File: src/rtl/vga_stack_display.sv
`default_nettype none
// +--------------------------------------------------------------------------+
// | vga_stack_display                                                        |
// | 640x480@60 hex text renderer for the stack calculator, 2-stage pipeline, |
// | per-frame input snapshot, colour-bar image mode.                         |
// | Optional build macro: VGA_LEADING_ZERO_BLANK_EN                          |
// | Revision: 1.0                                                            |
// +--------------------------------------------------------------------------+
module vga_stack_display #(
   parameter int          DIGITS   = 15,
   parameter int          ROWS     = 4,
   parameter int          SCALE    = 1,
   parameter int          ORIGIN_X = 16,
   parameter int          ORIGIN_Y = 16,
   parameter logic [11:0] FG       = 12'hFFF,
   parameter logic [11:0] BG       = 12'h00F
) (
   input  logic                       clk,
   input  logic                       rst,
   input  logic [ROWS*DIGITS*4-1:0]   numbers,
   input  logic                       image,
   output logic                       vga_h_sync,
   output logic                       vga_v_sync,
   output logic [3:0]                 vga_R,
   output logic [3:0]                 vga_G,
   output logic [3:0]                 vga_B,
   output logic                       frame_start
);

   localparam int          NW       = ROWS*DIGITS*4;
   localparam int          RW       = DIGITS*4;
   localparam int          CELL     = 8 << SCALE;
   localparam logic [11:0] TX0      = 12'(ORIGIN_X);
   localparam logic [11:0] TX1      = 12'(ORIGIN_X + DIGITS*CELL);
   localparam logic [11:0] TY0      = 12'(ORIGIN_Y);
   localparam logic [11:0] TY1      = 12'(ORIGIN_Y + ROWS*CELL);
   localparam logic [11:0] LAST_DIG = 12'(DIGITS - 1);

   function automatic logic [63:0] glyph_of(input logic [3:0] d);
      logic [63:0] g;
      case (d)
         4'h0: g = 64'h7CC6CED6E6C67C00;
         4'h1: g = 64'h30703030303_0FC00;
         4'h2: g = 64'h78CC0C3860C0FC00;
         4'h3: g = 64'h78CC0C380CCC7800;
         4'h4: g = 64'h1C3C6CCCFE0C0C00;
         4'h5: g = 64'hFCC0F80C0CCC7800;
         4'h6: g = 64'h3860C0F8CCCC7800;
         4'h7: g = 64'hFCCC0C1830303000;
         4'h8: g = 64'h78CCCC78CCCC7800;
         4'h9: g = 64'h78CCCC7C0C187000;
         4'hA: g = 64'h3078CCCCFCCCCC00;
         4'hB: g = 64'hFC66667C6666FC00;
         4'hC: g = 64'h3C66C0C0C0663C00;
         4'hD: g = 64'hF86C6666666CF800;
         4'hE: g = 64'hFE6268786862FE00;
         default: g = 64'hFE6268786860F000;
      endcase
      return g;
   endfunction

   logic [9:0]    h_q, v_q, h_d, v_d;
   logic          at_origin;
   logic [NW-1:0] snap_num_q, num_eff;
   logic          snap_img_q, img_eff;

   always_comb begin
      h_d = h_q + 10'd1;
      v_d = v_q;
      if (h_q == 10'd799) begin
         h_d = 10'd0;
         v_d = (v_q == 10'd524) ? 10'd0 : v_q + 10'd1;
      end
   end

   // The pixel at (0,0) already belongs to the new frame, so it sees the live inputs.
   assign at_origin = (h_q == 10'd0) && (v_q == 10'd0);
   assign num_eff   = at_origin ? numbers : snap_num_q;
   assign img_eff   = at_origin ? image   : snap_img_q;

   always_ff @(posedge clk or posedge rst) begin
      if (rst) begin
         h_q        <= '0;
         v_q        <= '0;
         snap_num_q <= '0;
         snap_img_q <= 1'b0;
      end else begin
         h_q <= h_d;
         v_q <= v_d;
         if (at_origin) begin
            snap_num_q <= numbers;
            snap_img_q <= image;
         end
      end
   end

   logic [11:0]   x, y, rx, ry, col, row, didx;
   logic [RW-1:0] row_val;
   logic          act_d, txt_d, blank_d, img1_d, hs1_d, vs1_d, fs1_d;
   logic [2:0]    gx_d, gy_d, bar_d;
   logic [3:0]    nib_d;

   always_comb begin
      x       = {2'b00, h_q};
      y       = {2'b00, v_q};
      rx      = x - TX0;
      ry      = y - TY0;
      col     = rx >> (3 + SCALE);
      row     = ry >> (3 + SCALE);
      didx    = LAST_DIG - col;
      row_val = RW'(num_eff >> (row * RW));
      nib_d   = 4'(row_val >> {didx, 2'b00});
`ifdef VGA_LEADING_ZERO_BLANK_EN
      blank_d = (didx != 12'd0) && ((row_val >> {didx, 2'b00}) == '0);
`else
      blank_d = 1'b0;
`endif
      gx_d    = rx[SCALE+2:SCALE];
      gy_d    = ry[SCALE+2:SCALE];
      act_d   = (h_q < 10'd640) && (v_q < 10'd480);
      txt_d   = (x >= TX0) && (x < TX1) && (y >= TY0) && (y < TY1);
      bar_d   = 3'(h_q / 10'd80);
      img1_d  = img_eff;
      hs1_d   = !((h_q >= 10'd656) && (h_q <= 10'd751));
      vs1_d   = !((v_q >= 10'd490) && (v_q <= 10'd491));
      fs1_d   = at_origin;
   end

   logic        act_q, txt_q, blank_q, img1_q, hs1_q, vs1_q, fs1_q;
   logic [2:0]  gx_q, gy_q, bar_q;
   logic [3:0]  nib_q;
   logic [63:0] glyph;
   logic [7:0]  glyph_row;
   logic        pix_on;
   logic [11:0] rgb_d, rgb_q;
   logic        hs_q, vs_q, fs_q;

   always_comb begin
      glyph     = glyph_of(nib_q);
      glyph_row = 8'(glyph >> {3'd7 - gy_q, 3'b000});
      pix_on    = glyph_row[3'd7 - gx_q];
      rgb_d     = 12'h000;
      if (act_q) begin
         if (img1_q)
            rgb_d = {{4{~bar_q[1]}}, {4{~bar_q[2]}}, {4{~bar_q[0]}}};
         else if (txt_q && !blank_q && pix_on)
            rgb_d = FG;
         else
            rgb_d = BG;
      end
   end

   always_ff @(posedge clk or posedge rst) begin
      if (rst) begin
         act_q   <= 1'b0;
         txt_q   <= 1'b0;
         blank_q <= 1'b0;
         img1_q  <= 1'b0;
         gx_q    <= '0;
         gy_q    <= '0;
         bar_q   <= '0;
         nib_q   <= '0;
         hs1_q   <= 1'b1;
         vs1_q   <= 1'b1;
         fs1_q   <= 1'b0;
         rgb_q   <= '0;
         hs_q    <= 1'b1;
         vs_q    <= 1'b1;
         fs_q    <= 1'b0;
      end else begin
         act_q   <= act_d;
         txt_q   <= txt_d;
         blank_q <= blank_d;
         img1_q  <= img1_d;
         gx_q    <= gx_d;
         gy_q    <= gy_d;
         bar_q   <= bar_d;
         nib_q   <= nib_d;
         hs1_q   <= hs1_d;
         vs1_q   <= vs1_d;
         fs1_q   <= fs1_d;
         rgb_q   <= rgb_d;
         hs_q    <= hs1_q;
         vs_q    <= vs1_q;
         fs_q    <= fs1_q;
      end
   end

   assign vga_R       = rgb_q[11:8];
   assign vga_G       = rgb_q[7:4];
   assign vga_B       = rgb_q[3:0];
   assign vga_h_sync  = hs_q;
   assign vga_v_sync  = vs_q;
   assign frame_start = fs_q;

endmodule
`default_nettype wire
File: config.mk
export PLATFORM = sky130hd
export DESIGN_NAME = vga_stack_display
export DESIGN_NICKNAME = d
export VERILOG_FILES = /design/src/rtl/vga_stack_display.sv
export SDC_FILE = /design/constraint.sdc
export NUM_CORES = 1
export LEC_CHECK = 0
export CAP_MARGIN = 10
export CORE_UTILIZATION = 50
export CTS_BUF_LIST = sky130_fd_sc_hd__clkbuf_8 sky130_fd_sc_hd__clkbuf_16
export CTS_CLUSTER_DIAMETER = 120
export CTS_CLUSTER_SIZE = 8
export DETAILED_ROUTE_END_ITERATION = 10
export PLACE_DENSITY = 0.8
export REMOVE_ABC_BUFFERS = 1
export SYNTH_ARGS = -nofsm -noshare
export SYNTH_HDL_FRONTEND = slang
export SYNTH_SLANG_ARGS = --single-unit
File: constraint.sdc
create_clock -name clk -period 25.8 [get_ports clk]
set_clock_uncertainty 0.15 [all_clocks]
set_input_delay 3.87 -clock clk [delete_from_list [all_inputs] [get_ports clk]]
set_output_delay 3.87 -clock clk [all_outputs]
set_load 0.03 [all_outputs]
==> flow_summary.toml, run 1 <==
[grt]
grt_busiest_layer = "met2"
grt_use_met1 = 0.381
grt_antenna_before_repair = 6
grt_max_degree = 177
met2_usage = 0.470
grtUsageMet3 = 0.0564
grt_pass1_wl_um = 75300
grt_pass1_vias = 14100
grt_overflow = 0
grt_use_total = 0.288

[worst_setup_path]
cp.required_ns = 26.01
cp-start-kind = "flip-flop"
critPathArrivalTime_ns = 6.36
r2r_cells = 13
crit_type = "flip-flop to flip-flop"
timing.critical_path.from = "h_q[4]$_DFF_PP0_"
reg2reg_slack_ns = 19.65
r2r-start = "h_q[4]$_DFF_PP0_"
path_max_fanout = 150
end_kind = "flip-flop"

[timing]
drv_slew = 0
max_freq_mhz = 163
tightest_slew_ns = 1.10
period_minus_slack_ns = 6.15
finalCritPeriodShare = 0.238
tns_ns = 0
whs_ns = 0.195
setup_violations = 0
relSlewSlack = 0.268
rsz0062_at_grt = "no"
hold_viol = 0
setup_slack_ns = 19.65

[routing]
drtIter0Drc = 1767
dr.pass1.iters = 7
wire_per_inst_um = 20.6
detail-route-antenna-nets = 0
routed_wl_um = 47500
vias_per_cell = 6.13
vias = 14100
drc = 0

[floorplanning]
row_count = 65
core_area_um2 = 31700
initial_core_util = 0.511
dieArea_um2 = 33100
die_h_um = 182
die_w_um = 182
ios = 258

[logic_synthesis]
synthCells = 1713
synthesis.area_per_instance_um2 = 9.46
ys_ff_latch = 285
async_flop_share = 1.00
synth_area_leaders = "dfrtp_1 43%, nand2_1 14%, mux4_2 9.0%, mux2_2 4.4%, o21ai_0 1.7%"
ys_warn_count = 0
synth_edf_count = 0
syn_area_um2 = 16200
synth_flop_cell = "dfrtp_1"
synth_top_area_cell = "dfrtp_1"
yosysTopAreaCellShare = 0.434
synth.distinct_cells = 88
synth-seq-area-share = 0.440

[finish]
mostFrequentLayoutCell = "nand2_1"
fin_nets = 2155
n_fill_cell = 2546
final_area_um2 = 19700
layout_common_cells = "590 x nand2_1, 280 x dfrtp_1, 257 x clkdlybuf4s50_1"
layout-drive-gt1-share = 0.117
area_growth_pct = 21.8

[cts]
cts_resized = 0
cts-root-buf = "clkbuf_16"
clockBufferDepth = 3
cts_made_buffers = 41
cts_tree = "yes"
clkTransAtPathRegs_ns = 0.05
clk_latency_ns = 0.53
cts_max_level = 2
cts.sinks = 285
postCtsSetupBuffers = 0
cts_hold_buf = 0

[place]
hpwl_um = 31800
postPlaceCellArea_um2 = 18600
port_buffers = 257
gp_congestion = 0.888
dp_slack_ns = 19.52

[outcome]
status = "complete, no violations"

[pwr]
p_per_area_nw_per_um2 = 52.7
ir_drop_mv = 0.0510
power_uw = 1040
p_leak_uw = 0.00848

[min_path]
hold_path.class = "flip-flop to flip-flop"
min-delay-start = "fs1_q$_DFF_PP0_"
hold_depth = 0

[run]
cap_violations = 0
## where the power goes
part / internal [uW] / switching [uW] / total [uW]
sequential: 467 / 8.69 / 476
combinational: 52.6 / 38.0 / 90.6
clock: 282 / 192 / 474
total: 802 / 239 / 1040
## per-layer routing
layer	share of wire	up-vias
met3	0.085	129
met4	0.035	8
met5	0.0011	-
met2	0.48	732
met1	0.40	6934
li1	-	6341
## stage by stage
step | util | cells
after floorplan | - | 1582
after global placement | 0.588 | 2253
after detailed placement | 0.588 | 2253
after CTS | 0.622 | 2304
after global routing | 0.622 | 2306
final | 0.622 | 2306
## flip-flops by register name, summed over array words and instances, names as in the netlist
register     cells
h_q             10
snap_num_q     240
hs1_q            1
frame_start      1
gy_q             3
rgb_q            3
txt_q            1
vs1_q            1
act_q            1
fs1_q            1
vga_h_sync       1
bar_q            3
vga_v_sync       1
img1_q           1
gx_q             3
v_q             10
nib_q            4
## cell families after synthesis
family,after synthesis,share of synthesized area
compound gates,255,0.111
xor+xnor,11,0.00595
fa+ha+maj,18,0.0139
buf+inv,156,0.0546
flops,285,0.440
mux,156,0.156
simple gates,832,0.219
## final cells by class
class | instances | area, um2 | area share
inverter | 25 | 114 | 0.00577
multi-input combinational | 1272 | 8200 | 0.415
tap | 402 | 503 | 0.0255
antenna | 2 | 5.00 | 0.000254
sequential | 285 | 7140 | 0.362
timing repair buffer | 269 | 2690 | 0.136
clock inverter | 10 | 65.1 | 0.00330
clock buffer | 41 | 1030 | 0.0520
## path summary, 6_finish.rpt
kind	endpoint
max in group asynchronous	v_q[4]$_DFFE_PP0P_
min in group asynchronous	frame_start$_DFF_PP0_
setup / recovery	nib_q[3]$_DFF_PP0_
hold reg to reg	frame_start$_DFF_PP0_
hold / removal	frame_start$_DFF_PP0_
setup reg to reg	nib_q[3]$_DFF_PP0_
## synth_stat cells, types with 4 or more instances
master / count
dfrtp_1: 281
xnor2_1: 9
nand2b_1: 11
o311ai_0: 5
nand2_1: 590
ha_1: 18
nor2b_1: 20
nand3_1: 54
a31oi_1: 12
a22oi_1: 8
or2_2: 7
buf_6: 7
o21ai_0: 56
o32ai_1: 5
buf_4: 14
buf_2: 27
a22o_1: 4
a311oi_1: 9
o221ai_1: 5
o31ai_1: 5
o2111ai_1: 6
nor2_1: 68
o32a_1: 4
and3_1: 15
a21o_1: 11
dfstp_2: 4
a32oi_1: 4
mux2i_1: 20
a2111oi_0: 6
buf_12: 6
o211ai_1: 9
nand4_1: 13
a211oi_1: 14
a21oi_1: 39
nor4_1: 10
mux4_2: 65
and2_1: 6
buf_8: 4
mux2_2: 64
o22ai_1: 10
inv_1: 22
and4_1: 5
buf_1: 8
nor3_1: 14
clkbuf_1: 64
## worst max-delay path, stage by stage (launching register included)
cell	delay (ns)
dfrtp_1	0.31
buf_4	0.39
clkinv_1	0.49
ha_1	0.48
nor3b_2	0.21
and4_1	0.30
nand2_8	0.48
clkinv_8	0.64
buf_12	0.48
mux2_2	0.41
mux2_2	0.29
or3_1	0.30
a311oi_1	0.74
a211oi_1	0.10
(Power assumes the default switching activity.)
==> run 2: changes to the inputs <==
==> constraint.sdc (replaced) <==
create_clock -name clk -period 6 [get_ports clk]
set_clock_uncertainty 0.15 [all_clocks]
set_input_delay 0.9 -clock clk [delete_from_list [all_inputs] [get_ports clk]]
set_output_delay 0.9 -clock clk [all_outputs]
set_load 0.03 [all_outputs]
==> flow_summary.toml, run 2 (synthesized netlist as in run 1, its figures left out) <==
[outcome]
status = "complete, no violations"

[place]
port_buffers = 257
postPlaceCellArea_um2 = 18700
hpwl_um = 33500
gp_congestion = 0.910
dp_slack_ns = 0.827

[routing]
detail-route-antenna-nets = 0
drc = 0
drtIter0Drc = 1540
wire_per_inst_um = 21.3
dr.pass1.iters = 6
vias = 14400
vias_per_cell = 6.23
routed_wl_um = 49200

[finish]
final_area_um2 = 19800
mostFrequentLayoutCell = "nand2_1"
reg_top3 = "snap_num_q (240), h_q (10), v_q (10)"
layout-drive-gt1-share = 0.120
top_register = "snap_num_q"
largest_reg_flops = 240
antenna_cells = 0
fin_nets = 2162
area_growth_pct = 22.2
layout_common_cells = "590 x nand2_1, 280 x dfrtp_1, 257 x clkdlybuf4s50_1"

[grt]
grt_pass1_wl_um = 76100
grt_use_total = 0.295
grt_max_degree = 157
grt_pass1_vias = 14000
grt_overflow = 0
grt_antenna_before_repair = 1

[timing]
setup_slack_ns = 0.802
relSlewSlack = 0.324
max_freq_mhz = 192
finalCritPeriodShare = 0.866
rsz0062_at_grt = "no"
drv_slew = 0
hold_viol = 0
period_minus_slack_ns = 5.20
tightest_slew_ns = 1.01
setup_violations = 0

[floorplanning]
initial_core_util = 0.511
die_h_um = 182
ios = 258
dieArea_um2 = 33100
core_area_um2 = 31700
row_count = 65
die_w_um = 182

[min_path]
hold_path.class = "flip-flop to flip-flop"

[cts]
cts_made_buffers = 41
cts_max_level = 2
cts-root-buf = "clkbuf_16"
clk_latency_ns = 0.53
clockBufferDepth = 3
cts.sinks = 285
cts_hold_buf = 0
cts_resized = 0
clkTransAtPathRegs_ns = 0.05
cts_tree = "yes"
postCtsSetupBuffers = 0

[pwr]
p_clk_frac = 0.457
p_int_uw = 3490
power.switching_uw = 1020
seq_power_share = 0.453
p_leak_uw = 0.00853
ir_drop_mv = 0.191
p_per_area_nw_per_um2 = 228
power_frac_comb = 0.089
netSwitchingFraction = 0.226

[worst_setup_path]
critPathArrivalTime_ns = 5.40
path_max_fanout = 156
crit_type = "flip-flop to flip-flop"
reg2reg_slack_ns = 0.80
end_kind = "flip-flop"
cp-start-kind = "flip-flop"
cp.required_ns = 6.21

[run]
cap_violations = 0
## run 2: changes by cell type in the layout (fill, tap and decap cells not counted), sizes merged
cell / delta
clkbuf: +2
buf: +7
diode: -2
inv: -1
## run 2: power by group through the flow
stage                     logic (uW)  registers (uW)  clock network [uW]
after floorplan                  149            2070                   0
after global placement           387            2070                   0
after detailed placement         396            2070                   0
after CTS                        400            2050                2080
after global routing             430            2050                2150
final                            402            2050                2060
## run 2: metal layers
metal / wire (um) / vias to the layer above / track usage / part of all wire
met5: 13 / - / 0 / 0.00026
met4: 2620 / 2 / 0.150 / 0.053
met3: 4640 / 183 / 0.0544 / 0.094
met2: 23000 / 859 / 0.469 / 0.47
met1: 19000 / 7019 / 0.390 / 0.39
li1: - / 6347 / - / -
## run 2: area by class of cell
type | count | area, um2
Clock inverter | 9 | 40.0
Multi-Input combinational cell | 1272 | 8200
Clock buffer | 43 | 1080
Tap cell | 402 | 503
Sequential cell | 285 | 7140
Fill cell | 2489 | 11900
Inverter | 25 | 114
Timing Repair Buffer | 276 | 2730
## run 2: final timing paths
| check | startpoint | endpoint | cells after the start |
|---|---|---|---|
| max reg2reg | h_q[5]$_DFF_PP0_ | nib_q[3]$_DFF_PP0_ | 12 |
| min | fs1_q$_DFF_PP0_ | frame_start$_DFF_PP0_ | 0 |
| max | h_q[5]$_DFF_PP0_ | nib_q[3]$_DFF_PP0_ | 12 |
| min reg2reg | fs1_q$_DFF_PP0_ | frame_start$_DFF_PP0_ | 0 |
| max in group asynchronous | rst | snap_num_q[22]$_DFF_PP0_ | 3 |
| min in group asynchronous | rst | snap_num_q[71]$_DFF_PP0_ | 2 |
## run 2: critical path, cell delays in order (launching register included)
cell and delay [ns]:
dfrtp_1 0.52, inv_1 0.26, ha_1 0.33, nor3b_2 0.30
and4_1 0.38, nand2_8 0.36, clkinv_8 0.73, buf_4 0.41
mux4_2 0.54, nor2_1 0.10, a21oi_1 0.06, a311oi_1 0.72
a211oi_1 0.10
## run 2: through the flow
step | setup TNS, ns | std cells | total power [uW] | hold slack [ns] | util
6_report | 0 | 2312 | 4510 | 0.195 | 0.624
5_1_grt | 0 | 2312 | 4640 | 0.198 | 0.624
4_1_cts | 0 | 2312 | 4520 | 0.196 | 0.624
3_5_place_dp | 0 | 2260 | 2470 | 0.186 | 0.589
3_3_place_gp | 0 | 2259 | 2460 | 0.190 | 0.589
2_1_floorplan | -844.83 | 1582 | 2220 | 0.181 | -
